--- config.mk ---
export PLATFORM = sky130hd
export DESIGN_NAME = alu_seq_hs
export DESIGN_NICKNAME = d
export VERILOG_FILES = /design/src/rtl/alu_pkg.sv /design/src/rtl/alu_core.sv /design/src/rtl/alu_seq_hs.sv
export SDC_FILE = /design/constraint.sdc
export NUM_CORES = 1
export LEC_CHECK = 0
export CAP_MARGIN = 15
export CELL_PAD_IN_SITES_DETAIL_PLACEMENT = 1
export CELL_PAD_IN_SITES_GLOBAL_PLACEMENT = 2
export CORE_MARGIN = 1
export CORE_UTILIZATION = 37
export DETAILED_ROUTE_END_ITERATION = 10
export PLACE_DENSITY_LB_ADDON = 0.2
export SYNTH_ARGS = -nofsm -noshare
export SYNTH_HDL_FRONTEND = slang
export SYNTH_SLANG_ARGS = --single-unit
--- constraint.sdc ---
create_clock -name clk -period 3.28 [get_ports clk]
set_clock_uncertainty 0.1 [all_clocks]
set_input_delay 0.656 -clock clk [delete_from_list [all_inputs] [get_ports clk]]
set_output_delay 0.656 -clock clk [all_outputs]
set_load 0.05 [all_outputs]
--- src/rtl/alu_pkg.sv ---
// Shared constants for the handshaked sequential ALU: opcodes, FSM encodings
// and the shift-amount width helper.
package alu_pkg;

  localparam int OP_W = 6;

  localparam logic [OP_W-1:0] OP_ADD = 6'b100000;
  localparam logic [OP_W-1:0] OP_SUB = 6'b100010;
  localparam logic [OP_W-1:0] OP_AND = 6'b100100;
  localparam logic [OP_W-1:0] OP_OR  = 6'b100101;
  localparam logic [OP_W-1:0] OP_XOR = 6'b100110;
  localparam logic [OP_W-1:0] OP_NOR = 6'b100111;
  localparam logic [OP_W-1:0] OP_SRL = 6'b000010;
  localparam logic [OP_W-1:0] OP_SRA = 6'b000011;

  localparam logic [2:0] S_A    = 3'd0;
  localparam logic [2:0] S_B    = 3'd1;
  localparam logic [2:0] S_OP   = 3'd2;
  localparam logic [2:0] S_EXEC = 3'd3;
  localparam logic [2:0] S_OUT  = 3'd4;

  // Number of B bits used as shift amount; at least one so the slice is legal.
  function automatic int shamt_bits(input int w);
    return (w > 1) ? $clog2(w) : 1;
  endfunction

endpackage

--- src/rtl/alu_core.sv ---
// Combinational W-bit ALU: arithmetic, logic and shifts with carry/borrow,
// signed overflow and unsupported-opcode flag.
module alu_core
  import alu_pkg::*;
#(
  parameter int W     = 8,
  parameter int NB_OP = OP_W
) (
  input  logic [W-1:0]     a,
  input  logic [W-1:0]     b,
  input  logic [NB_OP-1:0] op,
  output logic [W-1:0]     res,
  output logic             carry,
  output logic             ovf,
  output logic             err
);

  localparam int SW = shamt_bits(W);

  logic [SW-1:0] sh_s;
  logic [W:0]    sum_s;
  logic [W:0]    diff_s;

  assign sh_s   = b[SW-1:0];
  assign sum_s  = {1'b0, a} + {1'b0, b};
  assign diff_s = {1'b0, a} - {1'b0, b};

  // Opcode decode; the extra MSB of diff_s is the unsigned borrow.
  always_comb begin
    res   = {W{1'b0}};
    carry = 1'b0;
    ovf   = 1'b0;
    err   = 1'b0;
    case (op)
      OP_ADD: begin
        res   = sum_s[W-1:0];
        carry = sum_s[W];
        ovf   = (a[W-1] == b[W-1]) && (sum_s[W-1] != a[W-1]);
      end
      OP_SUB: begin
        res   = diff_s[W-1:0];
        carry = diff_s[W];
        ovf   = (a[W-1] != b[W-1]) && (diff_s[W-1] != a[W-1]);
      end
      OP_AND:  res = a & b;
      OP_OR:   res = a | b;
      OP_XOR:  res = a ^ b;
      OP_NOR:  res = ~(a | b);
      OP_SRL:  res = a >> sh_s;
      OP_SRA:  res = W'($signed(a) >>> sh_s);
      default: err = 1'b1;
    endcase
  end

endmodule

--- src/rtl/alu_seq_hs.sv ---
// Sequential ALU: collects A, B, OP over a valid/ready input stream, computes
// in one registered stage and holds the result on a valid/ready output.
module alu_seq_hs
  import alu_pkg::*;
#(
  parameter int W     = 8,
  parameter int NB_OP = OP_W
) (
  input  logic         clk,
  input  logic         reset,
  input  logic [W-1:0] in_data,
  input  logic         in_valid,
  output logic         in_ready,
  output logic [W-1:0] Z,
  output logic         carry,
  output logic         ovf,
  output logic         zero,
  output logic         err,
  output logic         out_valid,
  input  logic         out_ready
);

  logic [2:0]       state_q, state_d;
  logic [W-1:0]     a_q, a_d;
  logic [W-1:0]     b_q, b_d;
  logic [NB_OP-1:0] op_q, op_d;
  logic [W-1:0]     z_q, z_d;
  logic             carry_q, carry_d;
  logic             ovf_q, ovf_d;
  logic             zero_q, zero_d;
  logic             err_q, err_d;
  logic             out_valid_q, out_valid_d;

  logic [W-1:0]     core_res_s;
  logic             core_carry_s;
  logic             core_ovf_s;
  logic             core_err_s;

  alu_core #(.W(W), .NB_OP(NB_OP)) u_core (
    .a     (a_q),
    .b     (b_q),
    .op    (op_q),
    .res   (core_res_s),
    .carry (core_carry_s),
    .ovf   (core_ovf_s),
    .err   (core_err_s)
  );

  assign in_ready = (state_q == S_A) || (state_q == S_B) || (state_q == S_OP);

  // Next-state and register-update logic for the capture/exec/output sequence.
  always_comb begin
    state_d     = state_q;
    a_d         = a_q;
    b_d         = b_q;
    op_d        = op_q;
    z_d         = z_q;
    carry_d     = carry_q;
    ovf_d       = ovf_q;
    zero_d      = zero_q;
    err_d       = err_q;
    out_valid_d = out_valid_q;
    case (state_q)
      S_A: begin
        if (in_valid) begin
          a_d     = in_data;
          state_d = S_B;
        end else begin
          state_d = S_A;
        end
      end
      S_B: begin
        if (in_valid) begin
          b_d     = in_data;
          state_d = S_OP;
        end else begin
          state_d = S_B;
        end
      end
      S_OP: begin
        if (in_valid) begin
          op_d    = in_data[NB_OP-1:0];
          state_d = S_EXEC;
        end else begin
          state_d = S_OP;
        end
      end
      S_EXEC: begin
        z_d         = core_res_s;
        carry_d     = core_carry_s;
        ovf_d       = core_ovf_s;
        zero_d      = (core_res_s == {W{1'b0}});
        err_d       = core_err_s;
        out_valid_d = 1'b1;
        state_d     = S_OUT;
      end
      S_OUT: begin
        // Result registers are left untouched after the transfer.
        if (out_ready) begin
          out_valid_d = 1'b0;
          state_d     = S_A;
        end else begin
          state_d = S_OUT;
        end
      end
      default: begin
        out_valid_d = 1'b0;
        state_d     = S_A;
      end
    endcase
  end

  // State, operand and result registers.
  always_ff @(posedge clk or posedge reset) begin
    if (reset) begin
      state_q     <= S_A;
      a_q         <= {W{1'b0}};
      b_q         <= {W{1'b0}};
      op_q        <= {NB_OP{1'b0}};
      z_q         <= {W{1'b0}};
      carry_q     <= 1'b0;
      ovf_q       <= 1'b0;
      zero_q      <= 1'b0;
      err_q       <= 1'b0;
      out_valid_q <= 1'b0;
    end else begin
      state_q     <= state_d;
      a_q         <= a_d;
      b_q         <= b_d;
      op_q        <= op_d;
      z_q         <= z_d;
      carry_q     <= carry_d;
      ovf_q       <= ovf_d;
      zero_q      <= zero_d;
      err_q       <= err_d;
      out_valid_q <= out_valid_d;
    end
  end

  assign Z         = z_q;
  assign carry     = carry_q;
  assign ovf       = ovf_q;
  assign zero      = zero_q;
  assign err       = err_q;
  assign out_valid = out_valid_q;

endmodule

==> results of run 1 <==
-- synthesized netlist by cell type, drive strengths merged, types with 2 or more instances --
cell,count
nand2,43
dfrtp,38
o21ai,35
ha,24
inv,23
nor2,18
a21oi,13
a211oi,12
clkbuf,11
mux2i,8
nor3,8
xnor2,8
xor2,8
mux2,7
buf,5
nand3,5
nor2b,5
o31ai,5
a21o,4
a31oi,4
nand2b,4
o211ai,4
a22o,3
and2,3
nand4,3
a221oi,2
a22oi,2
fa,2
mux4,2
o221ai,2
or4,2
-- critical path: stages (launching register included) --
cell	delay, ps
dfrtp_1	430
bufinv_8	210
ha_1	410
or4_1	590
a31oi_1	290
mux2i_1	160
xnor2_2	160
o221ai_2	130
mux2_2	280
-- per-stage QoR --
step / cells / setup WS, ps
detailed placement: 450 / 431
CTS: 457 / 410
global placement: 450 / 486
global route: 457 / 298
floorplan: 331 / 520
finish: 457 / 429
-- routing by layer --
metal / GRT usage [%] / part of all wire, % / vias up
li1: - / - / 1225
met1: 28.8 / 48 / 1217
met2: 34.7 / 47 / 36
met3: 3.78 / 2.9 / 13
met4: 7.29 / 2.5 / 0
met5: 0 / 0 / -
-- power by group through the flow --
stage	clock network (mW)	logic [mW]	registers [mW]
floorplan	0	2.01	0.991
global placement	0	2.66	0.962
detailed placement	0	2.69	0.975
CTS	0.447	2.70	0.967
global route	0.457	2.95	1.00
finish	0.426	2.69	0.967
-- state kept, by name (all words and copies together) (netlist names) --
| register | count |
|---|---|
| b_q | 8 |
| zero | 1 |
| ovf | 1 |
| a_q | 8 |
| op_q | 6 |
| state_q | 3 |
| out_valid | 1 |
| carry | 1 |
| Z | 8 |
| err | 1 |
-- final timing paths --
kind	start	to
min in group asynchronous	reset	b_q[4]
setup / recovery	a_q[4]	Z[7]
hold / removal	Z[3]	Z[3]
setup reg to reg	a_q[4]	Z[7]
max in group asynchronous	reset	Z[1]
hold reg to reg	Z[3]	Z[3]
-- area by class of cell --
| type | count | area (um2) |
|---|---|---|
| clock buffer | 6 | 82.6 |
| multi-input combinational | 253 | 1860 |
| timing repair buffer | 33 | 310 |
| fill | 920 | 4340 |
| tap | 102 | 128 |
| sequential | 38 | 951 |
| inverter | 24 | 106 |
| clock inverter | 1 | 30.0 |
-- logic make-up (layout without fill, tap and decap cells) --
family | count (synthesis) | count (layout)
muxes | 17 | 17
xor gates and xnor gates | 16 | 16
adders and majority gates | 26 | 26
and+or+nand+nor | 97 | 97
AOI/OAI and AO/OA | 97 | 97
buffers and inverters | 40 | 64
DFF | 38 | 38
==> impl_metrics.yaml, run 1 <==
global_routing:
  grt_max_degree: 39
  grt_usage_pct: 21.4
  grt_first_pass_wirelength_um: 13800
  antenna_found_initial: 0
  gr-total-overflow: 0
  grt_pass1_vias: 2512
timing:
  timing.slew.headroom_pct: 43.5
  worst_pin_slew_ps: 847
  whs_ps: 389
  setup_tns_ps: 0
  max_freq_mhz: 351
  rsz0062_at_grt: "no"
  fin_crit_ps: 2850
  hold_violations: 0
  setup_viol: 0
  drv_slew: 0
  finalCritPeriodShare_pct: 86.9
run_status:
  status: "complete, no violations"
yosys:
  ys_async_sr_fraction_pct: 100
  synth_cells: 331
  yosys-top-cells-area: "dfrtp_1 (31%), ha_1 (9.9%), nand2_1 (5.3%), o21ai_0 (4.3%), a211oi_1 (3.0%)"
  synth_top_area_cell: "dfrtp_1"
  synthMuxAreaShare_pct: 6.86
  synth_edf_count: 0
  synthSimpleGateAreaFrac_pct: 15.6
  avgSynthCellArea_um2: 9.15
  synth_cell_type_count: 64
  synth_top_family_by_area: "compound AO/OA/AOI/OAI gates"
  synth_compound_area_share_pct: 22.4
  synth_ff_type: "dfrtp_1"
  synth-seq-cells: 38
  syn_nets: 369
  synth_top_area_share_pct: 31.4
  ys_warn_count: 0
  synthXorXnorAreaFrac_pct: 4.88
  synth_area_um2: 3030
  synth_seq_area_share_pct: 31.4
  synthAdderAreaFrac_pct: 11.2
power_and_ir_drop:
  p_seq_share_pct: 23.7
  power_switching_mw: 2.07
  p_leak_nw: 1.51
  total_power_mw: 4.09
  swShare_pct: 50.6
  power_frac_comb_pct: 65.9
  irDropWorstVdd_uv: 361
  power_density_nw_per_um2: 1180
  clkPwrFrac_pct: 10.4
  p_int_mw: 2.02
placed_design:
  portBuffers: 25
  hpwl_um: 6510
  placed_area_um2: 3350
  gp_congestion: 0.840
setup_path:
  start_kind: "flop"
  cp-end-kind: "flop"
  regToRegSetupSlack_ps: 430
  critPathRequiredTime_ps: 3370
  arrival_ps: 2940
  ff2ff_path_depth: 8
  crit_type: "reg2reg"
  critPathMaxFanout: 9
clock_network:
  path_clk_slew_ps: 80
  cts_resized: 0
  cts.sinks: 38
  cts_setup_buffers: 0
  htreeDepth: 2
  ctsHoldBuffers: 0
  cts_buffers: 5
  clk_path_buf_depth: 2
  clockRootBuffer: "clkbuf_8"
  clk_latency_ps: 300
  cts_tree: "built"
drt:
  dr.pass1.iters: 4
  vias: 2491
  drc: 0
  drt_iter0_drc: 83
  wl_um: 8490
  antenna_left: 0
  routed_via_density: 5.45
  routedWlPerCell_um: 18.6
final_layout:
  mostFrequentLayoutCells: "nand2_1 (43), dfrtp_1 (38), o21ai_0 (26), clkdlybuf4s50_1 (25), ha_1 (24)"
  drive_gt1_share_pct: 12.4
  area_delta_synth_final_pct: 14.4
  num_antenna_cells: 0
  nets: 393
  final_common_cell: "nand2_1"
  final_util_pct: 44.4
  final_cell_area_um2: 3460
floorplan:
  die_area_um2: 8550
  initial_utilization_pct: 38.8
  io_pins: 26
  die-width_um: 92.5
  core-area_um2: 7810
  rows: 32
  die_h_um: 92.5
run:
  drv_cap: 0
worst_hold_path:
  holdPathStages: 2
  hp-class: "reg2reg"
(Power assumes the default switching activity.)
==> run 2: changes to the inputs <==
CORE_UTILIZATION = 33   (was 37)
clock period = 2.4 ns   (was 3.28 ns; I/O delays follow)
==> run 2 against run 1 <==
Effect of this change: setup slack got worse by 550 ps; sequential share of layout area down 3.5 points; die area increased by 12%; hold slack worse by 4.1 ps; critical path type unchanged; first-iteration DRC count rose by 41%; the flow now finishes with violations (design-rule violations, negative setup slack); non-clock buffer count up 49; critical path depth up 1; register-to-register slack lost 550 ps; count of clock-buffer cells in the layout increased by 1; sequential power rose by 28%; total power increased by 65%; largest power group unchanged; via count is 8.3% higher.
==> impl_metrics.yaml, run 2 (synthesized netlist as in run 1, its figures left out) <==
setup_path:
  path_buf_inv: 0
  path_cells: "ha_4, fa_2, a21o_1, a211o_1, nand2_2, xnor2_2, a221oi_2, nand4_1, o41ai_2"
  arrival_ps: 2620
  crit_type: "reg2reg"
  critPathTopFamily: "compound AO/OA/AOI/OAI gates"
  critPathRequiredTime_ps: 2500
  slowest_delay_ps: 460
  regToRegSetupSlack_ps: -120
  critPathMaxFanout: 4
  cp-end-kind: "flop"
  cp_slowest_cell: "dfrtp_2"
  start_kind: "flop"
placed_design:
  placed_area_um2: 3770
  portBuffers: 25
  gp_congestion: 0.881
  place_inst: 503
  hpwl_um: 7550
power_and_ir_drop:
  p_leak_nw: 1.76
  power_density_nw_per_um2: 1690
  irDropWorstVdd_uv: 485
clock_network:
  clk_latency_ps: 300
  cts.sinks: 38
  cts_buffers: 5
  path_clk_slew_ps: 80
  htreeDepth: 2
  ctsHoldBuffers: 0
  clockRootBuffer: "clkbuf_8"
  cts_tree: "built"
  clk_path_buf_depth: 2
timing:
  setup_viol: 3
  fin_crit_ps: 2520
  max_freq_mhz: 397
  fin_ws_ps: -119
  worst_pin_slew_ps: 581
  hold_violations: 0
  setup_tns_ps: -281
  drv_slew: 0
  timing.slew.headroom_pct: 61.0
  finalCritPeriodShare_pct: 105
  rsz0062_at_grt: "yes"
run:
  drv_cap: 0
global_routing:
  grt_usage_pct: 21.6
  grt_pass1_vias: 2911
  gr-total-overflow: 0
  grt_max_degree: 39
  grt_first_pass_wirelength_um: 15900
  antenna_found_initial: 0
drt:
  dr.pass1.iters: 7
  routed_via_density: 5.27
  drt_iter0_drc: 117
  antenna_left: 0
  drc: 8
  routedWlPerCell_um: 19.0
  vias: 2698
  wl_um: 9710
floorplan:
  die_h_um: 97.8
  die-width_um: 97.8
  core-area_um2: 8810
  initial_utilization_pct: 34.4
  rows: 34
  die_area_um2: 9560
  io_pins: 26
final_layout:
  num_antenna_cells: 0
  area_delta_synth_final_pct: 31.7
  mostFrequentLayoutCells: "buf_4 (56), nand2_1 (42), dfrtp_1 (34), o21ai_0 (24), clkdlybuf4s50_1 (24)"
  drive_gt1_share_pct: 30.4
  nets: 442
  final_cells: 512
  nFillCells: 1006
  final_common_cell: "buf_4"
  final_cell_area_um2: 3990
run_status:
  violations: "design-rule violations, negative setup slack"
  status: "finished with violations"
worst_hold_path:
  hp-class: "reg2reg"
==> run 2: final timing paths <==
kind / start / end / cells past startpoint
min reg2reg: carry / carry / 2
min in group asynchronous: reset / out_valid / 3
max: b_q[0] / zero / 9
max in group asynchronous: reset / b_q[1] / 3
min: carry / carry / 2
max reg2reg: b_q[0] / zero / 9
==> run 2: area by class of cell <==
class	instances	area, um2	area share (%)
well taps	108	135	3.39
clock buffers	7	76.3	1.91
multi-input cells	253	2030	50.9
inverters	24	108	2.70
flip-flops and latches	38	956	24.0
repair buffers	82	683	17.1
==> run 2: power by group <==
group | switching (mW) | internal [mW] | total (mW)
logic | 2.74 | 2.31 | 5.05
clock network | 0.233 | 0.200 | 0.434
registers | 0.329 | 0.913 | 1.24
total | 3.30 | 3.43 | 6.73
==> run 2: what timing repair did <==
item                       4_1_cts  5_1_grt
pin swaps                        7        9
cloned                           0        0
resized for setup               15       13
setup buffers                    3        1
setup endpoints to repair        5        9
==> run 2: worst register-to-register path, delay by kind of cell, from the launching register on <==
kind / cells / cell delay, ps
simple gates: 2 / 250
xor+xnor: 1 / 70
flops: 1 / 460
compound gates: 4 / 980
fa+ha+maj: 2 / 560
==> run 2: routing by layer <==
layer | vias to the layer above | track usage, % | share of wire [%] | wire length, um
met1 | 1313 | 28.5 | 46 | 4440
met5 | - | 0 | 0 | 0
met4 | 0 | 8.74 | 2.9 | 278
met3 | 17 | 3.29 | 3.3 | 318
li1 | 1317 | - | - | -
met2 | 51 | 35.5 | 48 | 4670
==> run 2: through the flow <==
stage	power, mW	hold WS, ps	utilization, %	worst slack [ps]
finish	6.73	385	45.3	-119
global route	7.24	425	45.3	-218
CTS	6.58	391	44.6	-169
detailed placement	5.90	373	42.9	-212
global placement	5.79	362	42.9	-177
floorplan	4.29	377	-	-140
